==> config.mk <==
export PLATFORM = sky130hd
export DESIGN_NAME = router_switch_allocator
export DESIGN_NICKNAME = d
export VERILOG_FILES = /design/src/rtl/router_switch_allocator_pkg.sv /design/src/rtl/router_switch_allocator_rr_arbiter.sv /design/src/rtl/router_switch_allocator.sv
export SDC_FILE = /design/constraint.sdc
export NUM_CORES = 1
export LEC_CHECK = 0
export ABC_AREA = 1
export CAP_MARGIN = 20
export CORE_MARGIN = 2
export CORE_UTILIZATION = 55
export CTS_BUF_LIST = sky130_fd_sc_hd__clkbuf_8
export DETAILED_ROUTE_END_ITERATION = 7
export PLACE_DENSITY = 0.87
export SLEW_MARGIN = 10
export SYNTH_ARGS = -nofsm -noshare
export SYNTH_HDL_FRONTEND = slang
export SYNTH_HIERARCHICAL = 1
export SYNTH_SLANG_ARGS = --single-unit
==> constraint.sdc <==
create_clock -name clk -period 4.26 [get_ports clk]
set_clock_uncertainty 0.1 [all_clocks]
set_input_delay 0.852 -clock clk [delete_from_list [all_inputs] [get_ports clk]]
set_output_delay 0.852 -clock clk [all_outputs]
set_load 0.01 [all_outputs]
==> src/rtl/router_switch_allocator_pkg.sv <==
// Shared definitions for the XY-router switch allocator: port encoding,
// default sizing, flit field positions and the per-output FSM states.
package router_switch_allocator_pkg;

    localparam int DEF_NUM_PORTS = 5;
    localparam int DEF_SEL_W     = 3;

    localparam logic [2:0] PORT_N = 3'd0;
    localparam logic [2:0] PORT_S = 3'd1;
    localparam logic [2:0] PORT_E = 3'd2;
    localparam logic [2:0] PORT_W = 3'd3;
    localparam logic [2:0] PORT_L = 3'd4;

    // Destination coordinates inside a head flit, consumed by XY route compute.
    localparam int FLIT_DEST_X_HI = 9;
    localparam int FLIT_DEST_X_LO = 5;
    localparam int FLIT_DEST_Y_HI = 4;
    localparam int FLIT_DEST_Y_LO = 0;

    typedef enum logic {
        ST_IDLE   = 1'b0,
        ST_LOCKED = 1'b1
    } out_state_e;

endpackage

==> src/rtl/router_switch_allocator_rr_arbiter.sv <==
// Round-robin arbiter: picks the first request at or after ptr, cyclically,
// and returns it both one-hot and as an index.
module router_switch_allocator_rr_arbiter
    import router_switch_allocator_pkg::*;
#(
    parameter int NUM_PORTS = DEF_NUM_PORTS,
    parameter int SEL_W     = DEF_SEL_W
) (
    input  logic [NUM_PORTS-1:0] req,
    input  logic [SEL_W-1:0]     ptr,
    output logic [NUM_PORTS-1:0] grant,
    output logic [SEL_W-1:0]     grant_idx
);

    int   idx;
    logic found;

    always_comb begin
        grant     = '0;
        grant_idx = '0;
        found     = 1'b0;
        idx       = 0;
        for (int k = 0; k < NUM_PORTS; k++) begin
            idx = (int'(ptr) + k) % NUM_PORTS;
            if (!found && req[idx]) begin
                found      = 1'b1;
                grant[idx] = 1'b1;
                grant_idx  = SEL_W'(idx);
            end
        end
    end

endmodule

==> src/rtl/router_switch_allocator.sv <==
// Packet-level switch allocator: one round-robin arbiter and IDLE/LOCKED FSM
// per output, holding the crossbar path until the tail flit transfers.
module router_switch_allocator
    import router_switch_allocator_pkg::*;
#(
    parameter int NUM_PORTS = DEF_NUM_PORTS,
    parameter int SEL_W     = DEF_SEL_W
) (
    input  logic                       clk,
    input  logic                       rst_n,
    input  logic [NUM_PORTS-1:0]       in_valid,
    input  logic [NUM_PORTS*SEL_W-1:0] in_dest_port,
    input  logic [NUM_PORTS-1:0]       in_tail,
    output logic [NUM_PORTS-1:0]       in_ready,
    output logic [NUM_PORTS-1:0]       out_valid,
    output logic [NUM_PORTS*SEL_W-1:0] out_sel,
    input  logic [NUM_PORTS-1:0]       out_ready,
    output logic [NUM_PORTS-1:0]       out_busy,
    output logic                       err_bad_port
);

    function automatic logic [SEL_W-1:0] wrap_inc(input logic [SEL_W-1:0] p);
        if (int'(p) >= NUM_PORTS - 1) return '0;
        return p + 1'b1;
    endfunction

    logic [SEL_W-1:0]     dest  [NUM_PORTS];
    logic [SEL_W-1:0]     owner [NUM_PORTS];
    logic [NUM_PORTS-1:0] locked;
    logic [NUM_PORTS-1:0] owns_any;
    logic [NUM_PORTS-1:0] bad_req;

    // An owning input's destination field is ignored, so it never raises an error.
    for (genvar i = 0; i < NUM_PORTS; i++) begin : g_in
        assign dest[i]    = in_dest_port[i*SEL_W +: SEL_W];
        assign bad_req[i] = in_valid[i] && !owns_any[i] && (int'(dest[i]) >= NUM_PORTS);
    end

    always_comb begin
        owns_any = '0;
        for (int o = 0; o < NUM_PORTS; o++) begin
            if (locked[o]) owns_any[owner[o]] = 1'b1;
        end
    end

    assign err_bad_port = rst_n && (|bad_req);

    for (genvar o = 0; o < NUM_PORTS; o++) begin : g_out
        out_state_e           state;
        logic [SEL_W-1:0]     owner_q;
        logic [SEL_W-1:0]     ptr_q;
        logic [SEL_W-1:0]     grant_idx;
        logic [NUM_PORTS-1:0] req;
        logic [NUM_PORTS-1:0] grant;
        logic                 tail_xfer;

        for (genvar i = 0; i < NUM_PORTS; i++) begin : g_req
            assign req[i] = in_valid[i] && !owns_any[i] && (dest[i] == SEL_W'(o));
        end

        router_switch_allocator_rr_arbiter #(
            .NUM_PORTS (NUM_PORTS),
            .SEL_W     (SEL_W)
        ) u_arb (
            .req       (req),
            .ptr       (ptr_q),
            .grant     (grant),
            .grant_idx (grant_idx)
        );

        assign tail_xfer = in_valid[owner_q] && out_ready[o] && in_tail[owner_q];

        always_ff @(posedge clk or negedge rst_n) begin
            if (!rst_n) begin
                state   <= ST_IDLE;
                owner_q <= '0;
                ptr_q   <= '0;
            end else begin
                case (state)
                    ST_IDLE: begin
                        if (|grant) begin
                            owner_q <= grant_idx;
                            state   <= ST_LOCKED;
                        end
                    end
                    ST_LOCKED: begin
                        if (tail_xfer) begin
                            state <= ST_IDLE;
                            ptr_q <= wrap_inc(owner_q);
                        end
                    end
                    default: state <= ST_IDLE;
                endcase
            end
        end

        assign owner[o]  = owner_q;
        assign locked[o] = (state == ST_LOCKED);
    end

    // Crossbar selects and handshakes are decoded from the lock state so an
    // asynchronous reset clears them in the same cycle.
    always_comb begin
        in_ready  = '0;
        out_valid = '0;
        out_sel   = '0;
        for (int o = 0; o < NUM_PORTS; o++) begin
            if (locked[o]) begin
                out_valid[o]                = in_valid[owner[o]];
                out_sel[o*SEL_W +: SEL_W]   = owner[o];
                if (out_ready[o] && in_valid[owner[o]]) in_ready[owner[o]] = 1'b1;
            end
        end
    end

    assign out_busy = locked;

endmodule
Word-level counts from Yosys, hierarchy flattened
Cells that the tools add are included.
{"block": "op_classes", "n_addsub": 25, "div_mod_pow": 25, "magnitude_cmp": 70, "eq_ne": 20, "mux": 290, "n_bitwise": 33, "n_reduce_logical": 142}
{"op": "$ge 32x1->1 const B", "count": 25}
{"op": "$lt 32x5->1 const B", "count": 25}
{"op": "$mod 32x4->32 const B", "count": 20}
{"op": "$mux 5", "count": 40}
{"op": "$mod 4x4->32 const B", "count": 5}
{"op": "$mux 1", "count": 140}
{"op": "$or 5x5->5", "count": 28}
{"op": "$mux 3", "count": 40}
{"op": "$bmux 1 s3", "count": 35}
{"op": "$logic_and 1x1->1", "count": 96}
{"op": "$demux 1 s3", "count": 30}
{"op": "$add 3x2->4 const B", "count": 10}
{"op": "$eq 3x2->1 const B", "count": 10}
{"op": "$ge 3x3->1 const B", "count": 10}
{"op": "$reduce_or 5->1", "count": 6}
{"op": "$logic_not 1->1", "count": 25}
{"op": "$add 3x1->4 const B", "count": 5}
{"op": "$add 3x3->4 const B", "count": 5}
{"op": "$lt 3x4->1 const B", "count": 5}
{"op": "$reduce_and 2->1", "count": 10}
{"op": "$add 3x1->3 const B", "count": 5}
{"op": "$eq 3x1->1 const B", "count": 5}
{"op": "$eq 3x3->1 const B", "count": 5}
{"op": "$ge 3x1->1 const B", "count": 5}
{"op": "other kinds (3)", "count": 15}
{"block": "word_totals", "register_bits": 35, "input_bits": 32, "out_inout_bits": 31, "wordCells": 620}

Logic depth before layout (Yosys ltp)
{"block": "logic_depth", "word_depth": 35, "ltp_mapped": 30, "depth_no_buf": 30}

Modules after synthesis
The synthesis kept the hierarchy.
{"mod": "router_switch_allocator_rr_arbiter", "instances": 5, "cells_per_inst": 375, "area_per_inst_um2": 2052.0, "seq_area_each_um2": 0.0}
{"mod": "router_switch_allocator", "instances": 1, "cells_per_inst": 504, "area_per_inst_um2": 3138.0, "seq_area_each_um2": 875.8}

Worst setup path after synthesis
OpenSTA, ideal clock, no wires.
{"block": "synth_timing", "path_type": "reg-to-reg", "from": "register g_out[3].ptr_q[0]", "to": "register g_out[3].owner_q[0]", "setup_ns": 0.125, "arrival_ns": 3.795, "required_ns": 4.035, "slack_ns": 0.240, "stages_incl_launch_ff": 27, "n_path_buf": 0, "synth_period_minus_slack_ns": 4.020, "cell_sequence": "dfrtp_1 -> inv_1 -> ha_1 -> inv_1 -> ha_1 -> inv_1 -> ha_1 -> inv_1 -> ha_1 -> inv_1 -> nand2_1 -> nand2_1 -> nand3_2 -> inv_2 -> a21oi_1 -> o21ai_1 -> inv_2 -> o21ai_1 -> nand2_2 -> nand2_2 -> nor2_8 -> nand3_1 -> nand3_1 -> nor3_1 -> nand2_1 -> nand2_1 -> mux2_2"}
{"block": "synth_between", "elab_chain_len": 19, "word_cells_on_any_way": 77, "cone_classes": "add/sub: 4; div: 5; order compare: 10; mux: 39; bitwise: 4; reduce/logical: 15"}
{"element": "from (decl)", "line": "router_switch_allocator.sv:51", "rtl": "logic [SEL_W-1:0] ptr_q;"}
{"element": "from (signal assigned)", "line": "router_switch_allocator.sv:89", "rtl": "ptr_q <= wrap_inc(owner_q);"}
{"element": "parallel branches: the longest is 16 deep, another holds $mod 32x4->32"}
{"element": "$mux 5 *", "line": "router_switch_allocator_rr_arbiter.sv:25", "rtl": "if (!found && req[idx]) begin"}
{"element": "named net g_out[3].grant[3]", "line": "router_switch_allocator.sv:54", "rtl": "logic [NUM_PORTS-1:0] grant;"}
{"element": "$reduce_or 5->1 *", "line": "router_switch_allocator.sv:81", "rtl": "if (|grant) begin"}
{"element": "$reduce_and 2->1 (no line) *"}
{"element": "to (signal assigned)", "line": "router_switch_allocator.sv:82", "rtl": "owner_q <= grant_idx;"}
{"element": "to (decl)", "line": "router_switch_allocator.sv:50", "rtl": "logic [SEL_W-1:0] owner_q;"}
Mark *: on every way through the listed nets, which the timed path passes. The select of a mux whose other input is x is not followed.
A chain may end at the register's enable or synchronous reset.

Worst setup path after layout
Same ends and word-level chain as after synthesis.

==> results.md <==
- Core area: approximately 0.024 mm2
- Initial antenna violation count: 0
- Area contributors post-synth: nand2_1, ha_1, nand3_1, inv_1, nor2_1
- Critical path's largest stage delay: 0.47 ns
- GPL Wtd Cong: 0.987
- Worst Tran Pin Value: 0.631 ns
- Post-synth top cells: nand2_1, inv_1, nor2_1
- Setup violators final: 0
- CTS buffer count: 5
- GRT Residual Overflow: 0
- Die extent in x: ~160 um
- Fin. max-slew vios: 0
- Met3 Use GR: 0.0343
- Starting Density: 0.556
- Crit path capture type: register
- Largest net degree at the start of global routing: 36
- Diode count: 0
- Cell Rows: 57
- Async SR Flop Fraction: 1.00
- Synth area leader: nand2_1
- Most common cell in the netlist: nand2_1
- Worst Path Required: 4.39 ns
- Post-synthesis average cell area: 5.63 um2
- Syn Nets: 2548
- Util after Layout: 0.644
- H-tree levels: 2
- DR pass1 iterations: 6
- Num Clock Sinks: 35
- Final #Nets: 2702
- DIE AREA: 0.0256 mm2
- Worst hold path type: reg -> reg
- Crit start category: register
- Drt initial violations: 1244
- DRC Markers: 0
- Most used routing layer: met2
- RSZ-0062 raised after global routing: true
- Post-synth EDFFs: 0
- Post-layout minimum cycle time: 4.00 ns
- First-pass GRT wire length: around 69000 um
- GRT Total Usage: 0.319
- Total Wirelength: around 43000 um
- Area grow syn2layout: 16.0%
- Clock insertion delay at the later pin of the skew report: 0.33 ns
- Synth Area in Simple Gates: 0.546
- Most used cell, CP: nand2_1
- Post-synthesis mux area share: 0.000840
- Status: finished, final reports clean
- TritonCTS clock tree: done
- Share of the synthesized area in the top cell type: 0.193
- Combinational family with the most area after synthesis: simple AND/OR/NAND/NOR gates
- Post-detail-place hpwl: 35000 um
- Crit share post-route: 0.940
- Post-synthesis cell count: approximately 2400
- Share of layout cells above drive strength 1: 0.195
- GR Util met1: 0.429
- I/O Buffers: 62
- Clk slew on worst S/H paths: 0.10 ns
- GR Util met2: 0.536
- Main synth FF type: dfrtp_1
- Via count: about 16000
- Xor and xnor area share after synthesis: 0.0131
- Io pins: 63
- Syn. warnings: 6
- Synth Area in Adders: 0.128
- CTS root buf: clkbuf_8
- Arrival time worst endpoint: around 4.1 ns
- Post-DRT Antenna Nets: 0
- Vias/cell: 5.58
- Die Y: 160 um
- Critical Path Slowest Stage Cell: dfrtp_2
- Max Cap Viol: 0
- Post-synthesis compound-gate area fraction: 0.132
- Placed cell count: 2834
- # hold bufs at CTS: 0
- Final Worst Setup Slack: 0.256 ns
- Max_slew headroom: 0.577
- Post-synthesis sequential area ratio: 0.0654
- Finished Layout Cells: 2858
- Worst setup path category: reg -> reg
- Routed WL per cell: around 15 um
- Number of global-route vias before repair: 14600
- Clock Tree Buf Depth: 2
- Synthesized cell area: 0.0134 mm2
- Fmax: 250 MHz
- Netlist cell types: 45
- Hold Vio Cnt, Final: 0
- #FFs+latches synth: 35
- Place WS: 0.0357 ns
- Max FO, Critical Path: 8
routing by layer:
| metal | share of wire | routed length [um] | up-vias |
|---|---|---|---|
| met3 | 0.068 | 2930 | 94 |
| li1 | - | - | 8013 |
| met2 | 0.46 | 19600 | 592 |
| met5 | 0 | 0 | - |
| met4 | 0.031 | 1330 | 0 |
| met1 | 0.44 | 18900 | 7246 |
state kept, by name, indices dropped and copies added (netlist names):
| signal | count |
|---|---|
| g_out.ptr_q | 15 |
| g_out.owner_q | 15 |
| g_out.state | 5 |
final timing paths:
check	start	end	slack (ns)	depth (start not counted)
setup / recovery	g_out[3].ptr_q[0]	g_out[3].owner_q[0]	0.26	27
max in group asynchronous	rst_n	g_out[2].ptr_q[2]	3.08	2
hold reg to reg	g_out[3].ptr_q[1]	g_out[3].ptr_q[1]	0.48	2
setup reg to reg	g_out[3].ptr_q[0]	g_out[3].owner_q[0]	0.26	27
min in group asynchronous	rst_n	g_out[3].state	0.58	2
hold / removal	g_out[3].ptr_q[1]	g_out[3].ptr_q[1]	0.48	2
logic make-up after synthesis:
logic type / count (synthesis)
adder cells (fa/ha/maj): 137
flip-flops: 35
AND/OR/NAND/NOR: 1515
buffers and inverters: 397
AO/OA/AOI/OAI: 274
XOR/XNOR: 20
multiplexers: 1
layout make-up:
type | count | area (um2)
well taps | 324 | 405
multi-input cells | 1947 | 11300
inverters | 379 | 1440
clock inverters | 3 | 47.5
clock buffers | 5 | 68.8
fillers | 2314 | 8570
repair buffers | 165 | 1390
flip-flops and latches | 35 | 885
layout by cell type (no fill, tap or decap), types with 21 or more instances in the layout:
master	n
nand2_1	684
inv_1	289
nor2_1	260
nand3_1	239
ha_1	129
buf_4	103
nand2_2	89
inv_2	85
clkdlybuf4s50_1	61
a21oi_1	60
nand4_1	53
nor3_1	48
o21ai_0	38
o21ai_2	35
o21ai_1	33
o211ai_1	30
dfrtp_1	28
a21oi_2	27
nand3_2	26
nand2_4	21
metrics by stage:
| stage | hold WS, ns | instance area, um2 | setup TNS [ns] |
|---|---|---|---|
| 2_1_floorplan | 0.446 | 13400 | 0 |
| 3_3_place_gp | 0.443 | 15000 | 0 |
| 3_5_place_dp | 0.451 | 15000 | 0 |
| 4_1_cts | 0.473 | 15100 | 0 |
| 5_1_grt | 0.521 | 15500 | -0.133 |
| 6_report | 0.481 | 15500 | 0 |
worst max-delay path, delay by kind of cell (launching register included):
family | cells | cell delay (ns)
and+or+nand+nor | 16 | 1.54
adders and majority gates | 3 | 0.68
DFF | 1 | 0.47
AOI/OAI and AO/OA | 3 | 0.40
buffers and inverters | 4 | 0.37
muxes | 1 | 0.33
what timing repair did:
item,CTS,global route
setup buffers,0,16
setup endpoints to repair,0,20
resized for setup,0,81
Power is not shown: default switching activity piles up to over one toggle a cycle in this logic, so the estimate is an artifact.
